`src/rtl/shifter_pkg.sv`:
```
// Shared types and constants for the registered 32-bit shifter.
// Optional rotate-right support is enabled with SHIFTER_ROR_EN.
package shifter_pkg;

    localparam int SH_WIDTH = 32;
    localparam int SH_AMT_W = 5;

    typedef enum logic [1:0] {
        SH_SLL = 2'b00,
        SH_ROR = 2'b01,
        SH_SRL = 2'b10,
        SH_SRA = 2'b11
    } shift_funct_t;

    function automatic logic [SH_WIDTH-1:0] bit_rev(
        input logic [SH_WIDTH-1:0] v
    );
        logic [SH_WIDTH-1:0] r;
        for (int i = 0; i < SH_WIDTH; i++) begin
            r[i] = v[SH_WIDTH-1-i];
        end
        return r;
    endfunction

endpackage

```
`src/rtl/shift_core.sv`:
```
// Combinational log barrel shifter: right-shift core with bit reversal for SLL.
// With SHIFTER_ROR_EN, funct 01 rotates right; otherwise it passes a through.
module shift_core
    import shifter_pkg::*;
(
    input  shift_funct_t        funct,
    input  logic [SH_WIDTH-1:0] a,
    input  logic [SH_AMT_W-1:0] N,
    output logic [SH_WIDTH-1:0] y
);

    logic                           left;
    logic                           fill;
    logic [SH_AMT_W:0][SH_WIDTH-1:0] st;

    assign left  = (funct == SH_SLL);
    assign fill  = (funct == SH_SRA) & a[SH_WIDTH-1];
    assign st[0] = left ? bit_rev(a) : a;

    for (genvar i = 0; i < SH_AMT_W; i++) begin : g_stage
        localparam int S = 1 << i;
        logic [S-1:0] fill_bits;
`ifdef SHIFTER_ROR_EN
        // Rotation recirculates the bits that fall off the bottom
        assign fill_bits = (funct == SH_ROR) ? st[i][S-1:0] : {S{fill}};
`else
        assign fill_bits = {S{fill}};
`endif
        assign st[i+1] = N[i] ? {fill_bits, st[i][SH_WIDTH-1:S]} : st[i];
    end

    always_comb begin
        y = st[SH_AMT_W];
        if (left) begin
            y = bit_rev(st[SH_AMT_W]);
        end
`ifndef SHIFTER_ROR_EN
        else if (funct == SH_ROR) begin
            y = a;
        end
`endif
    end

endmodule

```
`src/rtl/shifter.sv`:
```
// Registered 32-bit shifter (SLL/SRL/SRA, funct 01 set by SHIFTER_ROR_EN).
// One-cycle latency, asynchronous active-high reset clears R.
module shifter
    import shifter_pkg::*;
(
    input  logic                clk,
    input  logic                rst,
    input  logic [1:0]          funct,
    input  logic [SH_WIDTH-1:0] a,
    input  logic [SH_AMT_W-1:0] N,
    output logic [SH_WIDTH-1:0] R
);

    logic [SH_WIDTH-1:0] y;

    shift_core u_core (
        .funct (shift_funct_t'(funct)),
        .a     (a),
        .N     (N),
        .y     (y)
    );

    always_ff @(posedge clk or posedge rst) begin
        if (rst) begin
            R <= '0;
        end else begin
            R <= y;
        end
    end

endmodule

```
`config.mk`:
```
export PLATFORM = sky130hd
export DESIGN_NAME = shifter
export DESIGN_NICKNAME = d
export VERILOG_FILES = /design/src/rtl/shifter_pkg.sv /design/src/rtl/shift_core.sv /design/src/rtl/shifter.sv
export SDC_FILE = /design/constraint.sdc
export NUM_CORES = 1
export LEC_CHECK = 0
export ABC_AREA = 1
export ABC_CLOCK_PERIOD_IN_PS = 1100
export CORE_MARGIN = 1
export CORE_UTILIZATION = 40
export DETAILED_ROUTE_END_ITERATION = 12
export PLACE_DENSITY_LB_ADDON = 0.12
export SETUP_SLACK_MARGIN = 0.4
export SLEW_MARGIN = 20
export SYNTH_ARGS = -nofsm -noshare
export SYNTH_HDL_FRONTEND = slang
export SYNTH_SLANG_ARGS = --single-unit
```
`constraint.sdc`:
```
create_clock -name clk -period 1.1 [get_ports clk]
set_clock_uncertainty 0.05 [all_clocks]
set_input_delay 0.22 -clock clk [delete_from_list [all_inputs] [get_ports clk]]
set_output_delay 0.22 -clock clk [all_outputs]
set_load 0.05 [all_outputs]
```
==> impl_metrics.toml <==
[sta]
slew_violations = 0
setup_viol = 63
timing.fmax_mhz = 596
timing_hold_violations_final = 0
tightestPinTransition_ps = 348
min_period_ps = 1680
slew_headroom_pct = 76.8
worst_slack_ps = -578
final.period_utilization_pct = 153
rsz0062_at_grt = "yes"

[final_layout]
largest_reg_flops = 32
nets = 849
drive_above_1_share_pct = 44.6
fin_cells = 917
area_growth_pct = 78.3
n_antenna_cell = 0
top_register = "R"
stdcell_area_sq_um = 6650
nFillCells = 667
top_regs = "R x32"
multi_input_area_sq_um = 3490
regArea_sq_um = 836

[floorplan]
num_rows = 34
pin_count = 73
core_area_sq_um = 8890
die_h_um = 98.6
chipWidth_um = 98.6
start_util_pct = 42.0
dieArea_sq_um = 9720

[detailed_routing]
drc_errors = 0
post_drt_via_cell_ratio = 6.27
routed_wl_um = 18100
top_layer = "met4"
first_pass_iters = 6
wl_per_cell_um = 19.7
wl_met3_um = 2170
antenna_left = 0
num_vias = 5748
wl_met1_um = 6690
wl_met2_um = 8050
initialDrtViolationCount = 639

[power_and_ir_drop]
p_per_area_nw_per_um2 = 927
leakagePower_nw = 3.40
vdd_ir_drop_max_mv = 0.563

[logic_synthesis]
postSynth.asyncResetShare_pct = 100
syn_area_sq_um = 3730
yosys-top-cells-count = "nand2_1, nand3_1, dfrtp_1"
synth_ff_type = "dfrtp_1"
ys_seq_elements = 32
post-synth-top-count-cell = "nand2_1"
synth_top_area_cell = "nand3_1"
ys_types = 17
synth_top_area_share_pct = 36.6
synth_enable_flop_cells = 0
synth_cells = 700
synth_area_per_cell_sq_um = 5.33
ys_warn_count = 0
synth_area_leaders = "nand3_1, nand2_1, dfrtp_1"
synth_fp_nets = 741
synth_seq_area_share_pct = 21.5

[worst_setup_path]
slowest_delay_ps = 170
cp_common_cell = "nand2_1"
worst-setup-path-type = "input pin to register"
critPathArrivalTime_ps = 1830
worst-path-stages = 14
crit_path_end_kind = "register"
worstPathRequired_ps = 1250
critPathBufInv = 3
path_max_fanout = 10
path_cells = "buf_8, nor2_4, buf_6, buf_12, nand2_1, nand3_2, nand3_2, nand3_1, nand2_1, nand2_1, nand3_1, nand2_2, nor2_1, nor2_1"
crit_path_start_kind = "input pin"
cp_slowest_cell = "nor2_4"
critPathTopFamily = "simple AND/OR/NAND/NOR gates"

[global_routing]
grt_usage_pct = 36.6
grt_pass1_vias = 5541
grt_pass1_wl_um = 28000
antenna_found_initial = 0
global_route.overflow_total = 0
grt_max_degree = 33

[clocking]
cts_tree = "done"
cts_sinks = 32
cts.path.max_buffers = 2
path_clk_slew_ps = 60
root_buffer = "clkbuf_8"
cts_max_level = 2
cts_buffers = 5

[flow_run]
cap_violations = 0

[run_status]
violations = "negative setup slack"
outcome = "finished, violations left"

[placed_design]
dp_hpwl_um = 12000
gp_congestion = 1.04
port_buffers = 72
placed_area_sq_um = 5350
place_inst = 891

[hold_path]
hold_class = "input pin to async pin"
## layout by cell type, fill, tap and decap left out, types with 4 or more instances in the layout
| cell type | n |
|---|---|
| buf_6 | 6 |
| inv_2 | 11 |
| buf_4 | 52 |
| buf_12 | 46 |
| dfrtp_2 | 28 |
| dlygate4sd2_1 | 29 |
| inv_1 | 19 |
| nand3_2 | 134 |
| clkbuf_8 | 5 |
| nand3_4 | 6 |
| nor2_1 | 7 |
| clkdlybuf4s50_1 | 6 |
| nand3_1 | 134 |
| dfrtp_1 | 4 |
| buf_16 | 4 |
| nand2_2 | 50 |
| nand2_1 | 246 |
## layer usage
| layer | up-vias | track usage [%] |
|---|---|---|
| met5 | - | 0 |
| met4 | 0 | 19.9 |
| li1 | 2528 | - |
| met2 | 482 | 59.4 |
| met1 | 2616 | 46.5 |
| met3 | 122 | 6.24 |
## kinds of logic after synthesis
| logic type | share of synthesized area, % |
|---|---|
| and+or+nand+nor | 68.7 |
| buffers and inverters | 9.56 |
| DFF | 21.5 |
| AOI/OAI and AO/OA | 0.268 |
## stage by stage
stage	util, %	setup WS (ps)	total power, mW	TNS [ps]	hold WS [ps]
6_report	74.8	-578	6.17	-16210	261
3_3_place_gp	60.2	-1330	4.44	-39410	564
4_1_cts	72.2	-414	5.94	-12470	253
2_1_floorplan	-	-433	3.06	-13040	97.4
5_1_grt	74.8	-628	6.42	-18970	279
3_5_place_dp	60.2	-1380	4.46	-40960	568
## worst max path at each step
stage                        start  endpoint  slack (ps)
after floorplan           funct[1]      R[2]        -430
after global placement    funct[1]     R[28]       -1330
after detailed placement  funct[1]     R[30]       -1380
after CTS                 funct[1]     R[20]        -410
after global routing      funct[0]     R[28]        -630
final                     funct[0]     R[24]        -580
## layout make-up
class / instances / share of cell area, %
well taps: 108 / 2.03
clock inverters: 2 / 0.527
multi-input cells: 587 / 52.4
inverters: 31 / 1.81
flip-flops and latches: 32 / 12.6
clock buffers: 6 / 1.09
repair buffers: 151 / 29.5
## power by group
part	total, mW	internal [mW]	switching (mW)
Combinational	3.61	1.50	2.12
Sequential	1.46	1.34	0.117
Clock	1.10	0.671	0.426
## what timing repair did
item / in CTS / in global routing
setup buffers: 11 / 0
hold buffers: 0 / 0
pin swaps: 49 / 18
gates resized for setup: 214 / 53
endpoints found under the setup margin: 64 / 64
cloned: 7 / 0
(Power assumes the default switching activity.)
